==> src/rtl/celseq_pkg.sv <==
// -----------------------------------------------------------------------------
// celseq_pkg
// Shared types and constants for the C-element grid sequencer.
//   - state_e  : sequencer phase encoding (6 states)
//   - ROW_W / COL_W / OUT_W : grid row, column and decoded-output widths
//   - HOLD_ROW : row drive used while the grid holds (mixed inputs on every cell)
// -----------------------------------------------------------------------------
package celseq_pkg;

  localparam int ROW_W = 3;
  localparam int COL_W = 9;
  localparam int OUT_W = 9;

  // All rows high with all columns low gives each cell mixed inputs, so it holds.
  localparam logic [ROW_W-1:0] HOLD_ROW = 3'b111;

  typedef enum logic [2:0] {
    ST_IDLE   = 3'd0,
    ST_CLEAR  = 3'd1,
    ST_APPLY  = 3'd2,
    ST_HOLD   = 3'd3,
    ST_SAMPLE = 3'd4,
    ST_RESP   = 3'd5
  } state_e;

endpackage : celseq_pkg

==> src/rtl/celseq_rr_arb2.sv <==
// -----------------------------------------------------------------------------
// celseq_rr_arb2
// Two-way round-robin grant. The grant itself is combinational; the
// last_grant register only advances when the owner strobes update.
// Ports:
//   clk, rst_n   : clock, synchronous active-low reset (last_grant -> 1,
//                  so requester 0 wins the first contested grant)
//   req0_valid   : requester 0 pending
//   req1_valid   : requester 1 pending
//   update       : commit grant_id as the new last_grant
//   grant        : at least one requester pending
//   grant_id     : requester selected this cycle
// -----------------------------------------------------------------------------
module celseq_rr_arb2 (
  input  logic clk,
  input  logic rst_n,
  input  logic req0_valid,
  input  logic req1_valid,
  input  logic update,
  output logic grant,
  output logic grant_id
);

  logic last_grant_q;
  logic last_grant_d;

  // Select a requester; on contention favour the one not served last.
  always_comb begin
    grant    = req0_valid | req1_valid;
    grant_id = 1'b0;
    if (req0_valid && req1_valid) begin
      grant_id = ~last_grant_q;
    end else begin
      grant_id = req1_valid;
    end
    if (update) begin
      last_grant_d = grant_id;
    end else begin
      last_grant_d = last_grant_q;
    end
  end

  // Round-robin history register.
  always_ff @(posedge clk) begin
    if (!rst_n) begin
      last_grant_q <= 1'b1;
    end else begin
      last_grant_q <= last_grant_d;
    end
  end

endmodule : celseq_rr_arb2

==> src/rtl/celem_grid_sequencer.sv <==
// -----------------------------------------------------------------------------
// celem_grid_sequencer
// Controller and round-robin arbiter for the shared 3x3 C-element grid.
// A granted {row, col} pattern is run through CLEAR -> APPLY -> HOLD -> SAMPLE
// on the grid, and the grid's 9 decoded outputs are returned tagged with the
// requester ID. All outputs are registered.
//
// Optional build macro: CELSEQ_STABLE_CHECK_EN
//   Adds output res_unstable; SAMPLE takes two grid samples (A then B),
//   res_data = B and res_unstable = (A != B). Adds one cycle of latency.
//
// Ports:
//   clk, rst_n                : clock, synchronous active-low reset
//   reqN_valid/ready/row/col  : requester N pattern handshake (N = 0, 1);
//                               ready pulses for one cycle on acceptance
//   res_valid/ready/id/data   : result handshake, held until accepted
//   arr_clr/arr_row/arr_col   : grid drive (arr_clr forces all cell inputs low)
//   arr_out                   : grid decoded outputs
//   res_unstable              : (macro only) the two samples disagreed
// -----------------------------------------------------------------------------
module celem_grid_sequencer
  import celseq_pkg::*;
#(
  parameter int CLR_CYC    = 2,
  parameter int SETTLE_CYC = 2,
  parameter int HOLD_CYC   = 1,
  parameter int CNT_W      = 4
) (
  input  logic             clk,
  input  logic             rst_n,
  input  logic             req0_valid,
  output logic             req0_ready,
  input  logic [ROW_W-1:0] req0_row,
  input  logic [COL_W-1:0] req0_col,
  input  logic             req1_valid,
  output logic             req1_ready,
  input  logic [ROW_W-1:0] req1_row,
  input  logic [COL_W-1:0] req1_col,
  output logic             res_valid,
  input  logic             res_ready,
  output logic             res_id,
  output logic [OUT_W-1:0] res_data,
  output logic             arr_clr,
  output logic [ROW_W-1:0] arr_row,
  output logic [COL_W-1:0] arr_col,
  input  logic [OUT_W-1:0] arr_out
`ifdef CELSEQ_STABLE_CHECK_EN
  ,
  output logic             res_unstable
`endif
);

  localparam logic [CNT_W-1:0] CNT_ZERO    = {CNT_W{1'b0}};
  localparam logic [CNT_W-1:0] CNT_ONE     = {{(CNT_W-1){1'b0}}, 1'b1};
  localparam logic [CNT_W-1:0] CLR_LAST    = CNT_W'(CLR_CYC - 1);
  localparam logic [CNT_W-1:0] SETTLE_LAST = CNT_W'(SETTLE_CYC - 1);
  localparam logic [CNT_W-1:0] HOLD_LAST   = CNT_W'(HOLD_CYC - 1);
  localparam logic [ROW_W-1:0] ROW_ZERO    = {ROW_W{1'b0}};
  localparam logic [COL_W-1:0] COL_ZERO    = {COL_W{1'b0}};
  localparam logic [OUT_W-1:0] OUT_ZERO    = {OUT_W{1'b0}};

  state_e           state_q,      state_d;
  logic [CNT_W-1:0] cnt_q,        cnt_d;
  logic             arr_clr_q,    arr_clr_d;
  logic [ROW_W-1:0] arr_row_q,    arr_row_d;
  logic [COL_W-1:0] arr_col_q,    arr_col_d;
  logic             req0_ready_q, req0_ready_d;
  logic             req1_ready_q, req1_ready_d;
  logic             res_valid_q,  res_valid_d;
  logic             res_id_q,     res_id_d;
  logic [OUT_W-1:0] res_data_q,   res_data_d;
  logic [ROW_W-1:0] lat_row_q,    lat_row_d;
  logic [COL_W-1:0] lat_col_q,    lat_col_d;
  logic             lat_id_q,     lat_id_d;
`ifdef CELSEQ_STABLE_CHECK_EN
  logic [OUT_W-1:0] samp_a_q,     samp_a_d;
  logic             res_unstable_q, res_unstable_d;
`endif

  logic grant_s;
  logic grant_id_s;
  logic arb_update_s;

  celseq_rr_arb2 u_arb (
    .clk        (clk),
    .rst_n      (rst_n),
    .req0_valid (req0_valid),
    .req1_valid (req1_valid),
    .update     (arb_update_s),
    .grant      (grant_s),
    .grant_id   (grant_id_s)
  );

  // Next-state and next-output logic. Grid drive is computed for the state
  // being entered, so the registered drive lines up with the state register.
  always_comb begin
    state_d      = state_q;
    cnt_d        = cnt_q;
    arr_clr_d    = arr_clr_q;
    arr_row_d    = arr_row_q;
    arr_col_d    = arr_col_q;
    req0_ready_d = 1'b0;
    req1_ready_d = 1'b0;
    res_valid_d  = res_valid_q;
    res_id_d     = res_id_q;
    res_data_d   = res_data_q;
    lat_row_d    = lat_row_q;
    lat_col_d    = lat_col_q;
    lat_id_d     = lat_id_q;
    arb_update_s = 1'b0;
`ifdef CELSEQ_STABLE_CHECK_EN
    samp_a_d       = samp_a_q;
    res_unstable_d = res_unstable_q;
`endif

    case (state_q)
      ST_IDLE: begin
        arr_clr_d   = 1'b1;
        arr_row_d   = ROW_ZERO;
        arr_col_d   = COL_ZERO;
        res_valid_d = 1'b0;
        cnt_d       = CNT_ZERO;
        if (grant_s) begin
          arb_update_s = 1'b1;
          lat_id_d     = grant_id_s;
          state_d      = ST_CLEAR;
          if (grant_id_s) begin
            req1_ready_d = 1'b1;
            lat_row_d    = req1_row;
            lat_col_d    = req1_col;
          end else begin
            req0_ready_d = 1'b1;
            lat_row_d    = req0_row;
            lat_col_d    = req0_col;
          end
        end else begin
          state_d = ST_IDLE;
        end
      end

      ST_CLEAR: begin
        if (cnt_q == CLR_LAST) begin
          state_d   = ST_APPLY;
          cnt_d     = CNT_ZERO;
          arr_clr_d = 1'b0;
          arr_row_d = lat_row_q;
          arr_col_d = lat_col_q;
        end else begin
          cnt_d = cnt_q + CNT_ONE;
        end
      end

      ST_APPLY: begin
        if (cnt_q == SETTLE_LAST) begin
          state_d   = ST_HOLD;
          cnt_d     = CNT_ZERO;
          arr_row_d = HOLD_ROW;
          arr_col_d = COL_ZERO;
        end else begin
          cnt_d = cnt_q + CNT_ONE;
        end
      end

      ST_HOLD: begin
        if (cnt_q == HOLD_LAST) begin
          state_d = ST_SAMPLE;
          cnt_d   = CNT_ZERO;
        end else begin
          cnt_d = cnt_q + CNT_ONE;
        end
      end

      ST_SAMPLE: begin
`ifdef CELSEQ_STABLE_CHECK_EN
        // First cycle captures sample A; second captures B and compares.
        if (cnt_q == CNT_ZERO) begin
          samp_a_d = arr_out;
          cnt_d    = CNT_ONE;
        end else begin
          res_data_d     = arr_out;
          res_unstable_d = (samp_a_q != arr_out);
          res_valid_d    = 1'b1;
          res_id_d       = lat_id_q;
          state_d        = ST_RESP;
          cnt_d          = CNT_ZERO;
        end
`else
        res_data_d  = arr_out;
        res_valid_d = 1'b1;
        res_id_d    = lat_id_q;
        state_d     = ST_RESP;
        cnt_d       = CNT_ZERO;
`endif
      end

      ST_RESP: begin
        if (res_valid_q && res_ready) begin
          res_valid_d = 1'b0;
          state_d     = ST_IDLE;
          cnt_d       = CNT_ZERO;
          arr_clr_d   = 1'b1;
          arr_row_d   = ROW_ZERO;
          arr_col_d   = COL_ZERO;
        end else begin
          state_d = ST_RESP;
        end
      end

      default: begin
        state_d     = ST_IDLE;
        cnt_d       = CNT_ZERO;
        arr_clr_d   = 1'b1;
        arr_row_d   = ROW_ZERO;
        arr_col_d   = COL_ZERO;
        res_valid_d = 1'b0;
      end
    endcase
  end

  // State, counter, latched request and registered outputs.
  always_ff @(posedge clk) begin
    if (!rst_n) begin
      state_q      <= ST_IDLE;
      cnt_q        <= CNT_ZERO;
      arr_clr_q    <= 1'b1;
      arr_row_q    <= ROW_ZERO;
      arr_col_q    <= COL_ZERO;
      req0_ready_q <= 1'b0;
      req1_ready_q <= 1'b0;
      res_valid_q  <= 1'b0;
      res_id_q     <= 1'b0;
      res_data_q   <= OUT_ZERO;
      lat_row_q    <= ROW_ZERO;
      lat_col_q    <= COL_ZERO;
      lat_id_q     <= 1'b0;
`ifdef CELSEQ_STABLE_CHECK_EN
      samp_a_q       <= OUT_ZERO;
      res_unstable_q <= 1'b0;
`endif
    end else begin
      state_q      <= state_d;
      cnt_q        <= cnt_d;
      arr_clr_q    <= arr_clr_d;
      arr_row_q    <= arr_row_d;
      arr_col_q    <= arr_col_d;
      req0_ready_q <= req0_ready_d;
      req1_ready_q <= req1_ready_d;
      res_valid_q  <= res_valid_d;
      res_id_q     <= res_id_d;
      res_data_q   <= res_data_d;
      lat_row_q    <= lat_row_d;
      lat_col_q    <= lat_col_d;
      lat_id_q     <= lat_id_d;
`ifdef CELSEQ_STABLE_CHECK_EN
      samp_a_q       <= samp_a_d;
      res_unstable_q <= res_unstable_d;
`endif
    end
  end

  assign req0_ready = req0_ready_q;
  assign req1_ready = req1_ready_q;
  assign res_valid  = res_valid_q;
  assign res_id     = res_id_q;
  assign res_data   = res_data_q;
  assign arr_clr    = arr_clr_q;
  assign arr_row    = arr_row_q;
  assign arr_col    = arr_col_q;
`ifdef CELSEQ_STABLE_CHECK_EN
  assign res_unstable = res_unstable_q;
`endif

endmodule : celem_grid_sequencer

==> config.mk <==
export PLATFORM = sky130hd
export DESIGN_NAME = celem_grid_sequencer
export DESIGN_NICKNAME = d
export VERILOG_FILES = /design/src/rtl/celseq_pkg.sv /design/src/rtl/celseq_rr_arb2.sv /design/src/rtl/celem_grid_sequencer.sv
export SDC_FILE = /design/constraint.sdc
export NUM_CORES = 1
export LEC_CHECK = 0
export BUFFER_PORTS_ARGS = -buffer_cell sky130_fd_sc_hd__buf_2
export CAP_MARGIN = 10
export CORE_ASPECT_RATIO = 0.5
export CORE_MARGIN = 3
export CORE_UTILIZATION = 51
export CTS_BUF_LIST = sky130_fd_sc_hd__clkbuf_16
export CTS_CLUSTER_SIZE = 24
export DETAILED_ROUTE_END_ITERATION = 8
export GPL_TIMING_DRIVEN = 1
export HOLD_SLACK_MARGIN = 0.06
export PLACE_DENSITY = 0.84
export SYNTH_ARGS = -nofsm -noshare
export SYNTH_HDL_FRONTEND = slang
export SYNTH_HIERARCHICAL = 1
export SYNTH_SLANG_ARGS = --single-unit
==> constraint.sdc <==
create_clock -name clk -period 2.1 [get_ports clk]
set_clock_uncertainty 0.05 [all_clocks]
set_input_delay 0.21 -clock clk [delete_from_list [all_inputs] [get_ports clk]]
set_output_delay 0.21 -clock clk [all_outputs]
set_load 0.005 [all_outputs]
; Word-level counts from Yosys, hierarchy flattened
; Cells that the tools add are included.
[totals]
register_bits = 47
wordCells = 74
out_inout_bits = 26
[classes]
n_bitwise = 5
addsub = 1
n_reduce_logical = 14
muxes = 30
eq_ne = 10
[op_table]
columns = operator, count
row1 = $mux W9, 4
row2 = $pmux W9 S4, 1
row3 = $mux W3, 8
row4 = $pmux W3 S6, 1
row5 = $mux W4, 3
row6 = $pmux W3 S4, 1
row7 = $pmux W4 S3, 1
row8 = $mux W1, 9
row9 = $reduce_and A3 Y1, 3
row10 = $ne A2 B2 Y1 const B, 4
row11 = $eq A3 B2 Y1 const B, 2
row12 = $eq A3 B3 Y1 const B, 2
row13 = $pmux W1 S3, 2
row14 = $reduce_or A3 Y1, 2
row15 = $add A4 B1 Y4 const B, 1
row16 = $eq A4 B1 Y1 const B, 1
row17 = $logic_not A4 Y1, 1
row18 = $not A1 Y1, 4
row19 = $reduce_and A2 Y1, 2
row20 = $reduce_and A4 Y1, 1
row21 = $reduce_or A2 Y1, 2
row22 = $eq A3 B1 Y1 const B, 1
row23 = $logic_not A3 Y1, 1
row24 = $logic_and A1 B1 Y1, 2
row25 = $or A1 B1 Y1, 1

; Longest topological paths before layout
; Gate-level depths: netlist of the first run.
[logic_depth]
depth_word = 4
depth_mapped = 7
mapped_depth_nobuf = 6

; Cells and area by module
; Netlist of the first run, hierarchy kept.
[modules_own_cells]
columns = mod, n_inst, area_each_um2, seq_area_each_um2, cells_per_inst
row1 = celem_grid_sequencer, 1, 2180.8, 920.9, 236
row2 = celseq_rr_arb2, 1, 52.6, 20.0, 6

; Worst setup path before layout of the first run
; OpenSTA, ideal clock, no wires.
[synth_timing]
path_type = reg2reg
from = register cnt_q[1]
to = register arr_col_q[0] (netlist: arr_col[0])
arrival_time_ps = 1717
path_buffers = 1
synth_period_minus_slack_ps = 1839
slack_ps = 261
t_required_ps = 1978
path_stages_with_launch = 8
cell_sequence = dfxtp_1 inv_1 ha_1 or3b_4 a211oi_4 a211o_4 buf_12 mux2i_1
[synth_via]
elab_chain_len = 3
word_cells_on_any_way = 4
cone_classes = eq/ne: 3 / reduce/logical: 1
[synth_rtl]
columns = item, line
row1 = "start, declared", celem_grid_sequencer.sv:63  ; logic [CNT_W-1:0] cnt_q, cnt_d;
row2 = "start signal, assigned", celem_grid_sequencer.sv:242  ; cnt_q <= cnt_d;
row3 = $eq A4 B1 Y1 *, "celem_grid_sequencer.sv:142, celem_grid_sequencer.sv:154"
row4 = $ne A2 B2 Y1 (no source line), --
row5 = $reduce_and A4 Y1 (no source line) *, --
row6 = "end signal, assigned", celem_grid_sequencer.sv:245  ; arr_col_q <= arr_col_d;
row7 = "end, declared", celem_grid_sequencer.sv:66  ; logic [COL_W-1:0] arr_col_q, arr_col_d;
; Mark *: on every way between the ends. The rest lies on a longest branch, timed or not.
; A chain may end at the register's enable or synchronous reset.

; Worst setup path in the final report of the first run
[layout_timing]
from = register cnt_q[1]
to = register arr_col_q[6] (netlist: arr_col[6])
; Same word-level chain as after synthesis.

==> results_dict.tcl, run 1 <==
set metrics [dict create \
    run_status "finished, final reports clean" \
    num_vias 1943 \
    wl_per_cell_um 13.3 \
    async_flop_share_pct 0 \
    fin_hold_ws_ps 124 \
    gr-total-overflow 0 \
    ant_nets 0 \
    cp_num_buf_inv 1 \
    final.min_clock_period_ps 1950 \
    crit_family "compound AO/OA/AOI/OAI gates" \
    dp_hpwl_um 3380 \
    drive_gt1_share_pct 29.0 \
    core_area_sq_um 4040 \
    grt_pass1_vias 1825 \
    cts_resized 0 \
    drc 0 \
    r2r_start "cnt_q[1]" \
    die_h_um 52.8 \
    io_pins 64 \
    hold_depth 3 \
    start_util_pct 55.2 \
    cts-root-buf "clkbuf_16" \
    synth_edf_count 0 \
    cts_made_buffers 5 \
    wl_um 4740 \
    syn_nets 283 \
    netlist_top_cells_area "dfxtp_1, mux2i_1, nand2_1" \
    crit_arrival_ps 2110 \
    vdd_drop_max_mv 0.437 \
    path_clk_slew_ps 60 \
    fmax_mhz 512 \
    synth_common_cells "nand2_1, dfxtp_1, mux2i_1" \
    worstHoldStart "arr_out[7]" \
    tns_ps 0 \
    diodes 0 \
    synth_largest_area_cell "dfxtp_1" \
    h-tree-depth 2 \
    required_ps 2260 \
    synth_seq_area_share_pct 42.1 \
    fillers 342 \
    ys_ff_latch 47 \
    cp-start-kind "register" \
    hp-class "primary input to register" \
    period_share_pct 93.0 \
    top_usage_layer "met2" \
    netlist_area_sq_um 2230 \
    syn_area_per_cell_sq_um 9.23 \
    grt_pass1_wl_um 7700 \
    antenna_found_initial 0 \
    max_stage_delay_ps 420 \
    viasPerCell 5.44 \
    grt_max_degree 32 \
    gr-usage-met1_pct 20.4 \
    reg2reg_depth 6 \
    drtIter0Drc 59 \
    leakagePower_nw 1.37 \
    hold_viol_final 0 \
    place.gp.congestion 0.806 \
    insertion_delay_ps 280 \
    yosysWarningCount 6 \
    grtUsageMet3_pct 4.38 \
    syn_inst 242 \
    slew_headroom_pct 54.5 \
    yosysTopAreaCellShare_pct 42.1 \
    path_max_fanout 6 \
    cts_sinks 47 \
    finalPower_mw 2.23 \
    cts_tree "done" \
    cts_hold_buf 0 \
    rows 16 \
    fin_nets 343 \
    drt-pass1-iter-count 4 \
    drv_slew 0 \
    ys.flop_type "dfxtp_1" \
    post-cts-setup-buffer-count 0 \
    powerDensity_nw_per_um2 815 \
    globalRouteMet2Util_pct 35.4 \
    seq_area_sq_um 941 \
    area_growth_pct 22.4 \
    track_usage_pct 18.4 \
    worstReg2RegEnd "arr_col[6]" \
    cp_cell_sequence "inv_1, ha_1, or3b_4, a211oi_4, a211o_4, mux2i_1" \
    die_w_um 99.6 \
    worst_slew_pin_slew_ps 680 \
    cts_buffer_depth 2 \
    ys_types 40 \
    min_to "res_data[7]" \
    die-area_sq_um 5260 \
    multi_input_area_sq_um 1190 \
    portBuffers 63 \
    dpl.cell_count 348 \
    r2r_slack_ps 150 \
    final_cells 357 \
    path_class "register to register" \
    drv_cap 0 \
    rsz0062_at_grt "no" \
    cp-end-kind "register" \
    slowest_stage "or3b_4" \
    setup_violations 0 \
    yosysMostFrequentCell "nand2_1" \
]
-- layout make-up --
cell class                      count  area share, %
Clock buffer                        5           4.58
Sequential cell                    47           34.4
Timing Repair Buffer               70           13.5
Multi-Input combinational cell    173           43.7
Inverter                            5          0.686
Tap cell                           54           2.47
Clock inverter                      3          0.686
-- report_power, final --
| group | switching (mW) | internal [mW] | total (mW) |
|---|---|---|---|
| logic | 0.230 | 0.212 | 0.441 |
| clock network | 0.331 | 0.441 | 0.772 |
| registers | 0.0476 | 0.966 | 1.01 |
-- how the worst max path moves through the flow --
| stage | start | end | slack, ps | cells past startpoint |
|---|---|---|---|---|
| after detailed placement | cnt_q[1] | arr_col[6] | 90 | 6 |
| after CTS | cnt_q[1] | arr_col[6] | 80 | 6 |
| after global routing | cnt_q[1] | arr_col[6] | 30 | 6 |
| final | cnt_q[1] | arr_col[6] | 150 | 6 |
| after global placement | cnt_q[0] | arr_col[5] | 210 | 5 |
| after floorplan | cnt_q[1] | arr_col[0] | 260 | 7 |
-- layout by cell type, fill, tap and decap left out, types with 2 or more instances in the layout --
| cell type | synthesis | routed |
|---|---|---|
| clkinv_2 | 0 | 2 |
| o21a_1 | 3 | 3 |
| dfxtp_1 | 47 | 47 |
| nand4_1 | 2 | 2 |
| nor2b_1 | 6 | 6 |
| inv_1 | 5 | 5 |
| nor2_1 | 5 | 5 |
| a21oi_1 | 2 | 2 |
| o21ai_0 | 17 | 17 |
| a21o_1 | 4 | 4 |
| nand2_1 | 49 | 49 |
| o2111ai_1 | 5 | 5 |
| buf_4 | 0 | 7 |
| a211o_1 | 2 | 2 |
| a21boi_0 | 11 | 11 |
| and3_1 | 3 | 3 |
| mux2i_1 | 22 | 22 |
| clkbuf_16 | 0 | 5 |
| o211a_1 | 13 | 13 |
| ha_1 | 3 | 3 |
| nand3_1 | 4 | 4 |
| buf_2 | 7 | 63 |
| nand2b_1 | 2 | 2 |
-- routing by layer --
layer,routed length (um),share of wire (%)
met5,0,0
met2,2360,50
met1,2100,44
met3,229,4.8
met4,48,1.0
-- registers in the layout, indices dropped and copies added (netlist names) --
name and flops:
res_valid 1, lat_col_q 9, res_data 9, arr_col 9
state_q 3, u_arb/last_grant_q 1, req1_ready 1, arr_clr 1
lat_row_q 3, cnt_q 4, req0_ready 1, arr_row 3
lat_id_q 1, res_id 1
-- cells by family after synthesis --
logic type | synth area share, %
AND/OR/NAND/NOR | 18.0
flip-flops | 42.1
AO/OA/AOI/OAI | 22.8
multiplexers | 10.4
buffers and inverters | 4.99
adder cells (fa/ha/maj) | 1.68
-- through the flow --
| step | cell area, sq um | utilization, % | worst slack (ps) |
|---|---|---|---|
| after floorplan | 2230 | - | 261 |
| after global placement | 2580 | 63.8 | 214 |
| after detailed placement | 2580 | 63.8 | 89.0 |
| after CTS | 2720 | 67.4 | 75.1 |
| after global routing | 2730 | 67.6 | 32.1 |
| final | 2730 | 67.6 | 147 |
-- worst min-delay path: stages --
cell      delay, ps
buf_2            90
nand2_1          40
a21boi_0         60
Power figures use the tool's default switching activity.
==> run 2: changes to the inputs <==
--- a/config.mk
+++ b/config.mk
@@ -9,13 +9,13 @@
 export CAP_MARGIN = 10
 export CORE_ASPECT_RATIO = 0.5
 export CORE_MARGIN = 3
-export CORE_UTILIZATION = 51
-export CTS_BUF_LIST = sky130_fd_sc_hd__clkbuf_16
+export CORE_UTILIZATION = 53
+export CTS_BUF_LIST = sky130_fd_sc_hd__clkbuf_4
 export CTS_CLUSTER_SIZE = 24
 export DETAILED_ROUTE_END_ITERATION = 8
 export GPL_TIMING_DRIVEN = 1
 export HOLD_SLACK_MARGIN = 0.06
-export PLACE_DENSITY = 0.84
+export PLACE_DENSITY = 0.86
 export SYNTH_ARGS = -nofsm -noshare
 export SYNTH_HDL_FRONTEND = slang
 export SYNTH_HIERARCHICAL = 1
==> results_dict.tcl, run 2 (synthesized netlist as in run 1, its figures left out) <==
set metrics [dict create \
    fin_nets 352 \
    cp-end-kind "register" \
    drc 0 \
    track_usage_pct 22.2 \
    fin_area_sq_um 2760 \
    viasPerCell 5.62 \
    die-area_sq_um 5080 \
    final_cell_mix "buf_2, nand2_1, dfxtp_1" \
    rows 15 \
    period_share_pct 95.4 \
    tns_ps 0 \
    drv_slew 0 \
    finalPower_mw 2.03 \
    setup_violations 0 \
    drt-pass1-iter-count 4 \
    path_clk_slew_ps 140 \
    die_w_um 97.8 \
    cts-root-buf "clkbuf_4" \
    cp-start-kind "register" \
    vdd_drop_max_mv 0.431 \
    core_area_sq_um 3730 \
    grt_pass1_vias 2023 \
    wl_um 5330 \
    grt_pass1_wl_um 8930 \
    cts_buffer_depth 2 \
    antenna_found_initial 0 \
    final_common_cell "buf_2" \
    crit_arrival_ps 2250 \
    area_growth_pct 23.5 \
    diodes 0 \
    ant_nets 0 \
    placed_area_sq_um 2580 \
    wl_per_cell_um 14.7 \
    grt_max_degree 43 \
    leakagePower_nw 1.38 \
    cts_made_buffers 5 \
    powerDensity_nw_per_um2 735 \
    fmax_mhz 499 \
    hp-class "primary input to register" \
    start_util_pct 59.8 \
    slew_headroom_pct 52.0 \
    cts_sinks 47 \
    required_ps 2350 \
    hold_viol_final 0 \
    run_status "finished, final reports clean" \
    portBuffers 63 \
    h-tree-depth 2 \
    gr-total-overflow 0 \
    dp_hpwl_um 3640 \
    fin_util_pct 73.8 \
    drv_cap 0 \
    drive_gt1_share_pct 28.2 \
    path_class "register to register" \
    place.gp.congestion 0.802 \
    io_pins 64 \
    worst_slew_pin_slew_ps 719 \
    num_vias 2039 \
    final.min_clock_period_ps 2000 \
    insertion_delay_ps 370 \
    path_max_fanout 6 \
    die_h_um 51.9 \
    drtIter0Drc 123 \
    cts_tree "done" \
]
-- run 2: cell types whose count changed in the layout (fill, tap and decap cells not counted), sizes merged --
cell | before | now
bufinv | 0 | 1
dlygate4sd3 | 0 | 9
inv | 6 | 5
-- run 2: worst paths after layout --
path	cells past startpoint	endpoint	slack (ps)	from
setup / recovery	6	arr_col[2]	100	cnt_q[1]
hold / removal	2	res_id	120	rst_n
setup reg to reg	6	arr_col[2]	100	cnt_q[1]
hold reg to reg	2	arr_col[3]	410	lat_col_q[3]
-- run 2: what timing repair did --
action,in CTS,in global routing
setup endpoints to repair,0,6
hold buffers,9,0
endpoints found under the hold margin,9,0
setup buffers,0,0
resized for setup,0,0
-- run 2: critical path, cell delays in order (launching register included) --
cell and delay (ps):
dfxtp_1 350, inv_1 100, ha_1 210, or3b_4 410
a211oi_4 370, a211o_2 250, mux2i_1 200
-- run 2: power by group --
part	switching [mW]	internal [mW]	total [mW]
Combinational	0.244	0.225	0.469
Sequential	0.0506	0.966	1.02
Clock	0.289	0.251	0.540
Total	0.584	1.44	2.03
-- run 2: layout make-up --
cell class / instances / area [sq um]
clock buffers: 5 / 37.5
multi-input cells: 173 / 1190
well taps: 51 / 63.8
repair buffers: 79 / 458
clock inverters: 3 / 43.8
inverters: 5 / 18.8
fillers: 260 / 977
flip-flops and latches: 47 / 941
-- run 2: layer usage --
| layer | vias up | GRT usage, % | wire length [um] |
|---|---|---|---|
| met4 | 0 | 9.43 | 107 |
| met2 | 74 | 43.3 | 2750 |
| met5 | - | 0 | 0 |
| met3 | 11 | 5.09 | 296 |
| li1 | 993 | - | - |
| met1 | 961 | 23.6 | 2180 |
-- run 2: stage by stage --
step                worst slack (ps)  cells  hold slack (ps)
CTS                             95.4    362              114
finish                          96.8    363              122
detailed placement               111    345              403
global route                   -4.56    363              125
global placement                 220    345              390
floorplan                        261    242              295
